## config.mk

```make
export PLATFORM = sky130hd
export DESIGN_NAME = led_frame_buffer
export DESIGN_NICKNAME = d
export VERILOG_FILES = /design/src/rtl/led_frame_buffer.sv
export SDC_FILE = /design/constraint.sdc
export NUM_CORES = 1
export LEC_CHECK = 0
export BUFFER_PORTS_ARGS = -buffer_cell sky130_fd_sc_hd__buf_4
export CORE_MARGIN = 4
export CORE_UTILIZATION = 63
export CTS_BUF_LIST = sky130_fd_sc_hd__clkbuf_2
export DETAILED_ROUTE_END_ITERATION = 8
export PLACE_DENSITY_LB_ADDON = 0.08
export RECOVER_POWER = 50
export SYNTH_ARGS = -nofsm -noshare
export SYNTH_HDL_FRONTEND = slang
export SYNTH_SLANG_ARGS = --single-unit
```

## constraint.sdc

```tcl
create_clock -name clk_in -period 3.1 [get_ports clk_in]
set_input_delay 0.465 -clock clk_in [delete_from_list [all_inputs] [get_ports clk_in]]
set_output_delay 0.465 -clock clk_in [all_outputs]
set_load 0.03 [all_outputs]
```

## src/rtl/led_frame_buffer.sv

```systemverilog
// Double-buffered LED colour store with a request/response read pipeline.
// Define LED_FRAME_BUFFER_BRIGHTNESS_EN to add brightness_in and a SCALE stage.
module led_frame_buffer #(
  parameter  int NUM_LEDS    = 20,
  parameter  int COLOR_WIDTH = 8,
  localparam int AddrWidth   = $clog2(NUM_LEDS)
) (
  input  logic                   clk_in,
  input  logic                   rst_n_in,
  input  logic                   wr_en,
  input  logic [AddrWidth-1:0]   wr_addr,
  input  logic [COLOR_WIDTH-1:0] wr_red,
  input  logic [COLOR_WIDTH-1:0] wr_green,
  input  logic [COLOR_WIDTH-1:0] wr_blue,
  input  logic                   swap_req,
  output logic                   swap_done,
  output logic                   swap_pending,
  input  logic [AddrWidth-1:0]   req_addr,
  input  logic                   req_valid,
  output logic [COLOR_WIDTH-1:0] red_out,
  output logic [COLOR_WIDTH-1:0] green_out,
  output logic [COLOR_WIDTH-1:0] blue_out,
  output logic                   color_valid,
`ifdef LED_FRAME_BUFFER_BRIGHTNESS_EN
  input  logic [COLOR_WIDTH-1:0] brightness_in,
`endif
  output logic                   req_drop
);

  // state | meaning
  // IDLE  | waiting for req_valid; address-0 request may execute a pending swap
  // READ  | front bank read at the latched address
  // SCALE | channels multiplied by brightness_in (brightness build only)
  // OUT   | color_valid asserted for one cycle

  localparam int PixW = 3 * COLOR_WIDTH;
  localparam logic [AddrWidth:0] NumLedsW = (AddrWidth + 1)'(NUM_LEDS);

  typedef enum logic [1:0] {
    IDLE  = 2'd0,
    READ  = 2'd1,
`ifdef LED_FRAME_BUFFER_BRIGHTNESS_EN
    SCALE = 2'd2,
`endif
    OUT   = 2'd3
  } state_t;

  state_t state_q, state_d;

  logic [PixW-1:0]        bank_q [2][NUM_LEDS];
  logic                   bank_sel_q, bank_sel_d;
  logic                   pending_q, pending_d;
  logic                   swap_done_q, swap_done_d;
  logic                   drop_q, drop_d;
  logic [AddrWidth-1:0]   addr_q, addr_d;
  logic                   in_range_q, in_range_d;
  logic [COLOR_WIDTH-1:0] red_q, red_d;
  logic [COLOR_WIDTH-1:0] green_q, green_d;
  logic [COLOR_WIDTH-1:0] blue_q, blue_d;
  logic                   wr_in_range;
  logic                   accept;
  logic                   swap_exec;
  logic [PixW-1:0]        rd_pix;

`ifdef LED_FRAME_BUFFER_BRIGHTNESS_EN
  logic [PixW-1:0]        pix_q, pix_d;

  function automatic logic [COLOR_WIDTH-1:0] scale_chan(
    input logic [COLOR_WIDTH-1:0] chan,
    input logic [COLOR_WIDTH-1:0] gain
  );
    logic [2*COLOR_WIDTH-1:0] prod;
    prod = {{COLOR_WIDTH{1'b0}}, chan} * {{COLOR_WIDTH{1'b0}}, gain};
    return prod[2*COLOR_WIDTH-1:COLOR_WIDTH];
  endfunction
`endif

  assign wr_in_range = {1'b0, wr_addr} < NumLedsW;

  // Storage is deliberately never reset; writes always land in the back bank.
  always_ff @(posedge clk_in) begin
    if (wr_en && wr_in_range) begin
      bank_q[~bank_sel_q][wr_addr] <= {wr_red, wr_green, wr_blue};
    end
  end

  assign rd_pix = in_range_q ? bank_q[bank_sel_q][addr_q] : '0;

  always_comb begin
    state_d     = state_q;
    bank_sel_d  = bank_sel_q;
    pending_d   = pending_q;
    swap_done_d = 1'b0;
    drop_d      = drop_q;
    addr_d      = addr_q;
    in_range_d  = in_range_q;
    red_d       = red_q;
    green_d     = green_q;
    blue_d      = blue_q;
`ifdef LED_FRAME_BUFFER_BRIGHTNESS_EN
    pix_d       = pix_q;
`endif
    accept      = (state_q == IDLE) && req_valid;
    swap_exec   = accept && (req_addr == '0) && pending_q;

    if (req_valid && (state_q != IDLE)) begin
      drop_d = 1'b1;
    end

    // The toggle lands before READ, so the address-0 read sees the new front bank.
    if (swap_exec) begin
      bank_sel_d  = ~bank_sel_q;
      swap_done_d = 1'b1;
    end
    if (swap_req) begin
      pending_d = 1'b1;
    end else if (swap_exec) begin
      pending_d = 1'b0;
    end

    case (state_q)
      IDLE: begin
        if (req_valid) begin
          addr_d     = req_addr;
          in_range_d = {1'b0, req_addr} < NumLedsW;
          state_d    = READ;
        end
      end
      READ: begin
`ifdef LED_FRAME_BUFFER_BRIGHTNESS_EN
        pix_d   = rd_pix;
        state_d = SCALE;
`else
        {red_d, green_d, blue_d} = rd_pix;
        state_d = OUT;
`endif
      end
`ifdef LED_FRAME_BUFFER_BRIGHTNESS_EN
      SCALE: begin
        red_d   = scale_chan(pix_q[PixW-1 -: COLOR_WIDTH], brightness_in);
        green_d = scale_chan(pix_q[2*COLOR_WIDTH-1 -: COLOR_WIDTH], brightness_in);
        blue_d  = scale_chan(pix_q[COLOR_WIDTH-1:0], brightness_in);
        state_d = OUT;
      end
`endif
      OUT: begin
        state_d = IDLE;
      end
      default: begin
        state_d = IDLE;
      end
    endcase
  end

  always_ff @(posedge clk_in) begin
    if (!rst_n_in) begin
      state_q     <= IDLE;
      bank_sel_q  <= 1'b0;
      pending_q   <= 1'b0;
      swap_done_q <= 1'b0;
      drop_q      <= 1'b0;
      addr_q      <= '0;
      in_range_q  <= 1'b0;
      red_q       <= '0;
      green_q     <= '0;
      blue_q      <= '0;
`ifdef LED_FRAME_BUFFER_BRIGHTNESS_EN
      pix_q       <= '0;
`endif
    end else begin
      state_q     <= state_d;
      bank_sel_q  <= bank_sel_d;
      pending_q   <= pending_d;
      swap_done_q <= swap_done_d;
      drop_q      <= drop_d;
      addr_q      <= addr_d;
      in_range_q  <= in_range_d;
      red_q       <= red_d;
      green_q     <= green_d;
      blue_q      <= blue_d;
`ifdef LED_FRAME_BUFFER_BRIGHTNESS_EN
      pix_q       <= pix_d;
`endif
    end
  end

  assign swap_done    = swap_done_q;
  assign swap_pending = pending_q;
  assign req_drop     = drop_q;
  assign color_valid  = (state_q == OUT);
  assign red_out      = red_q;
  assign green_out    = green_q;
  assign blue_out     = blue_q;

endmodule

```

==> flow_summary.yaml, run 1 <==
run_status:
  outcome: "finished, violations left"
  violations: "capacitance limit, slew limit"
floorplanning:
  initial_standard_cell_utilization_of_the_core_pct: 63.5
  y_dimension_of_the_die_um: 254
  die_area_um2: 64700
  floorplan.rows: 90
  dieWidth_um: 254
  io_pins: 67
  core-area_um2: 60200
place:
  placed_cells: 2712
  pre_cts_slack_ns: 0.417
  routability_congestion: 0.836
  hpwl_um: 53400
  buffer_ports.inserted: 66
  dpl-instance-area_um2: 40500
routing:
  dr.pass1.iters: 5
  route.top_layer_used: "met5"
  dr.first_iter.drc_count: 2153
  route.detailed.vias_per_inst: 6.39
  m1WireLength_um: 36900
  route.met3.wl_um: 9620
  met2_length_um: 47300
  routed_wire_length_per_instance_um: 29.7
  drt.antenna.violating_nets: 0
  post-route-drc-count: 0
  postRouteWirelength_um: 96600
  vias_post_dr: 20766
cells_and_area:
  final_cell_mix: "960 x edfxtp_1, 354 x clkbuf_2, 237 x mux2i_1"
  multiInputGateArea_um2: 8320
  nNetsFinal: 2308
  stdcell_area_um2: 43500
  flow.area_growth_from_synthesis_pct: 13.6
  layout.core_utilization_pct: 72.2
  filler_cell_count: 3767
  drive_gt1_share_pct: 30.5
  layout.area.seq_um2: 29600
  finalNonFillerCells: 3249
  most_common_cell_after_layout_fill_and_taps_aside: "edfxtp_1"
cts:
  ctsHtreeMaxLevel: 4
  numCtsBuffers: 232
  max-clock-path-buffers: 3
  clock_tree_from_tritoncts: "built"
  clock_insertion_delay_at_the_later_pin_of_the_skew_report_ns: 1.50
  cts.reportedPaths.clkPinSlew_ns: 0.11
  ctsRootBufferMaster: "clkbuf_2"
  cts_post_setup_buffers_inserted: 0
  cts_num_sinks: 997
sta:
  fin_setup_tns_ns: 0
  worst_pin_slew_ns: 1.91
  layout_min_cycle_time_ns: 2.95
  timing.slew.headroom_pct: -27.4
  clock.fmax_mhz: 339
  hold_ws_ns: 0.188
  setup_viol: 0
  worst_slack_ns: 0.150
  maxSlewViolCount: 771
  hold_violations: 0
  finClkSkew_ns: 0.0602
  final_critical_path_share_of_the_clock_period_pct: 95.2
synth:
  area_fraction_of_the_dominant_cell_type_after_synthesis_pct: 75.3
  yosysWarningCount: 0
  number_of_distinct_library_cell_variants_in_the_gate_level_netlist_after_synthesis: 42
  fraction_of_registers_with_async_set_reset_pct: 0
  cells_taking_the_most_area_after_synthesis: "edfxtp_1 75%, mux4_2 8.5%, mux2i_1 6.2%"
  seq_area_frac_synth_pct: 77.3
  yosys_register_bits: 997
  synth_cells: 1851
  netlist_area_um2: 38300
  post-synth-top-area-cell: "edfxtp_1"
  synth_nets: 1890
  postSynth.topFlopCell: "edfxtp_1"
  synth_edf_count: 960
  synthesis.area_per_instance_um2: 20.7
critical_path:
  worst_path_largest_cell_delay_ns: 0.49
  worst_setup_path_start_kind: "register"
  crit_family: "flip-flops"
  timing.reg2reg.setup_slack_ns: 0.37
  crit_arrival_ns: 2.49
  timing_worst_setup_path_type: "reg2out"
  timing.reg2reg.worst_path_depth: 6
  timing.critical_path.cells: "and2_2 > buf_4"
  timing.critical_path.slowest_stage_cell: "dfxtp_1"
  bufs_and_invs_on_worst_path: 1
  worst-endpoint-required_ns: 2.63
  rr_endpoint: "green_out[1]"
  cp_max_fo: 8
  endpoint_kind: "output port"
grt:
  globalRouteOverflowTotal: 0
  grt_start_max_net_pins: 98
  track_usage_pct: 30.5
  grt_antenna_before_repair: 4
  grt_pass1_wl_um: 140000
  grt_pass1_vias: 21166
worst_hold_path:
  hold_start: "req_valid"
  worstHoldPathType: "in2reg"
  worstHoldEndpoint: "in_range_q"
  hold_depth: 4
power_and_ir_drop:
  power_per_cell_area_nw_per_um2: 561
  vdd_ir_drop_max_uv: 398
  post-layout-total-power_mw: 24.4
  power.static_leakage_nw: 13.8
job:
  max_cap_viol_count: 19
how the worst max path moves through the flow:
stage / start / endpoint / slack, ns / cells after the start
finish: state_q[0] / color_valid / 0.15 / 2
global route: state_q[0] / color_valid / -0.008 / 2
floorplan: wr_addr[3] / bank_q[0][288] / 0.55 / 3
CTS: state_q[0] / color_valid / 0.07 / 2
detailed placement: register / red_out[0] / 0.42 / 6
global placement: register / red_out[0] / 0.46 / 6
per-layer routing:
layer	GRT usage (%)	vias up
met5	0	-
met4	10.3	2
met3	7.90	181
met2	49.1	1195
met1	41.8	10677
li1	-	8711
synth_stat cells (all sizes together), types with 4 or more instances:
cell type  count
edfxtp       960
mux2i        237
mux4         144
nor2          62
buf           55
clkbuf        50
nand2         46
a22o          40
o221ai        40
dfxtp         37
a21oi         36
mux2          32
a221oi        29
a22oi         12
a311oi        11
nor2b         11
nand3         10
a211oi         4
a221o          4
and2           4
power by group:
part           internal (mW)  total, mW  switching [mW]
registers               14.8       14.9          0.0690
clock network           3.30       8.33            5.03
logic                  0.411       1.16           0.752
worst reg2reg max path, stage by stage (launching register included):
cell and delay [ns]:
dfxtp_4 0.61, buf_4 0.32, mux4_2 0.54, mux2i_1 0.22
nor2_1 0.06, a311oi_1 0.59, o221ai_1 0.23
cell families after synthesis:
kind of cell              share of synthesized area [%]
and+or+nand+nor                                    1.76
muxes                                              15.6
AOI/OAI and AO/OA                                  3.85
buffers and inverters                              1.48
xor gates and xnor gates                         0.0229
DFF                                                77.3
what timing repair did:
item	CTS	global route
resized for setup	1	0
hold buffers	105	0
hold endpoints to repair	1935	0
endpoints found under the setup margin	1	0
flip-flops by register name (all words and copies together) (netlist names), 2 cells and up, named ones only:
name       count
blue_out       8
addr_q         5
bank_q       960
red_out        8
green_out      8
state_q        2
layout make-up:
cell class / instances / area share, %
inverters: 1 / 0.00863
clock inverters: 70 / 0.843
repair buffers: 289 / 5.61
flip-flops and latches: 997 / 68.0
diodes: 8 / 0.0460
well taps: 782 / 2.25
clock buffers: 354 / 4.07
multi-input cells: 748 / 19.1
Power figures use the tool's default switching activity.
==> run 2: changes to the inputs <==
--- a/config.mk
+++ b/config.mk
@@ -10,7 +10,7 @@
 export CORE_UTILIZATION = 63
 export CTS_BUF_LIST = sky130_fd_sc_hd__clkbuf_2
 export DETAILED_ROUTE_END_ITERATION = 8
-export PLACE_DENSITY_LB_ADDON = 0.08
+export PLACE_DENSITY = 0.82
 export RECOVER_POWER = 50
 export SYNTH_ARGS = -nofsm -noshare
 export SYNTH_HDL_FRONTEND = slang
==> run 2 against run 1 <==
  * Clock power grew 0.6%
  * Largest cell class unchanged
  * Largest power group unchanged
  * Count of clock-buffer cells in the layout shrank 4
  * Critical path type is now reg2reg
  * The run still ends with capacitance limit, slew limit left
  * Wire length grew 1.7%
  * Clock skew grew 0.042 ns
  * Combinational power grew 3%
  * Critical path depth grew 3
==> flow_summary.yaml, run 2 (synthesized netlist as in run 1, its figures left out) <==
run_status:
  outcome: "finished, violations left"
  violations: "capacitance limit, slew limit"
place:
  dpl-instance-area_um2: 40500
  placed_cells: 2719
  hpwl_um: 54300
  buffer_ports.inserted: 66
  routability_congestion: 0.929
  pre_cts_slack_ns: 0.266
cts:
  ctsRootBufferMaster: "clkbuf_2"
  cts_num_sinks: 997
  cts.reportedPaths.clkPinSlew_ns: 0.11
  max-clock-path-buffers: 3
  numCtsBuffers: 222
  ctsHtreeMaxLevel: 4
  clock_insertion_delay_at_the_later_pin_of_the_skew_report_ns: 1.50
  cts_post_setup_buffers_inserted: 0
  clock_tree_from_tritoncts: "built"
cells_and_area:
  final_cell_mix: "960 x edfxtp_1, 351 x clkbuf_2, 237 x mux2i_1"
  nNetsFinal: 2303
  drive_gt1_share_pct: 31.3
  finalNonFillerCells: 3243
  stdcell_area_um2: 43400
  filler_cell_count: 3421
  layout.core_utilization_pct: 72.0
  most_common_cell_after_layout_fill_and_taps_aside: "edfxtp_1"
  largest_register: "bank_q"
  largest_reg_flops: 960
  flow.area_growth_from_synthesis_pct: 13.4
grt:
  grt_antenna_before_repair: 2
  grt_pass1_vias: 21998
  track_usage_pct: 31.0
  grt_pass1_wl_um: 143000
  globalRouteOverflowTotal: 0
  grt_start_max_net_pins: 72
sta:
  fin_setup_tns_ns: 0
  final_critical_path_share_of_the_clock_period_pct: 95.5
  grt_setup_unrepaired: "false"
  maxSlewViolCount: 935
  worst_slack_ns: 0.140
  hold_ws_ns: 0.201
  setup_viol: 0
  hold_violations: 0
  finClkSkew_ns: 0.103
  layout_min_cycle_time_ns: 2.96
  worst_pin_slew_ns: 2.03
  timing.slew.headroom_pct: -35.2
  clock.fmax_mhz: 338
job:
  max_cap_viol_count: 23
floorplanning:
  floorplan.rows: 90
  dieWidth_um: 254
  core-area_um2: 60200
  initial_standard_cell_utilization_of_the_core_pct: 63.5
  y_dimension_of_the_die_um: 254
  die_area_um2: 64700
  io_pins: 67
routing:
  dr.pass1.iters: 6
  vias_post_dr: 21270
  postRouteWirelength_um: 98200
  routed_wire_length_per_instance_um: 30.3
  drt.antenna.violating_nets: 0
  dr.first_iter.drc_count: 3045
  post-route-drc-count: 0
  route.detailed.vias_per_inst: 6.56
critical_path:
  timing.critical_path.cells: "clkbuf_2 > mux2i_1 > nor2_1 > a311oi_1 > o221ai_1"
  worst_path_largest_cell_delay_ns: 1.04
  timing_worst_setup_path_type: "reg2reg"
  worst-endpoint-required_ns: 4.40
  cp_max_fo: 30
  worst_setup_path_start_kind: "register"
  crit_arrival_ns: 4.26
  timing.critical_path.slowest_stage_cell: "clkbuf_2"
  endpoint_kind: "register"
power_and_ir_drop:
  vdd_ir_drop_max_uv: 393
  post-layout-total-power_mw: 24.5
  power.static_leakage_nw: 13.9
  power_per_cell_area_nw_per_um2: 564
worst_hold_path:
  worstHoldPathType: "in2reg"
-- run 2: cell types whose count changed in the layout (fill, tap and decap cells not counted), sizes merged --
cell / previous run / this run
diode: 8 / 6
bufinv: 3 / 4
clkbuf: 411 / 404
buf: 147 / 161
clkinvlp: 2 / 1
clkinv: 59 / 54
dlygate4sd3: 85 / 79
-- run 2: layout make-up --
| cell class | instances | area [µm²] | share of cell area (%) |
|---|---|---|---|
| Antenna cell | 6 | 15.0 | 0.0346 |
| Clock buffer | 350 | 1750 | 4.04 |
| Clock inverter | 65 | 365 | 0.842 |
| Inverter | 1 | 3.75 | 0.00865 |
| Multi-Input combinational cell | 748 | 8250 | 19.0 |
| Sequential cell | 997 | 29600 | 68.2 |
| Tap cell | 782 | 978 | 2.25 |
| Timing Repair Buffer | 294 | 2450 | 5.64 |
-- run 2: layer usage --
layer	GRT usage [%]	vias to the layer above	share of wire (%)
met2	47.9	1631	48
met1	42.0	10685	35
met3	9.92	265	14
met4	12.3	2	3.6
met5	0	-	0.014
li1	-	8687	-
-- run 2: repair_timing --
item,CTS,global route
endpoints found under the setup margin,1,1
hold buffers,103,0
gates resized for setup,1,1
endpoints found under the hold margin,1943,0
pin swaps,0,0
-- run 2: final timing paths --
kind / slack [ns] / from / to / cells past startpoint
setup / recovery: 0.14 / addr_q[1] / green_out[1] / 5
hold reg to reg: 0.49 / blue_out[0] / blue_out[0] / 2
setup reg to reg: 0.14 / addr_q[1] / green_out[1] / 5
hold / removal: 0.20 / req_valid / addr_q[3] / 5
-- run 2: worst max-delay path, delay by kind of cell (launching register included) --
kind                   cells  cell delay (ns)
AOI/OAI and AO/OA          2             0.79
buffers and inverters      1             1.04
DFF                        1             0.46
muxes                      1             0.31
and+or+nand+nor            1             0.13
-- run 2: report_power, final --
group / total (mW) / switching [mW] / internal [mW]
combinational: 1.20 / 0.775 / 0.420
sequential: 14.9 / 0.0605 / 14.8
clock: 8.38 / 5.05 / 3.33
total: 24.5 / 5.89 / 18.6
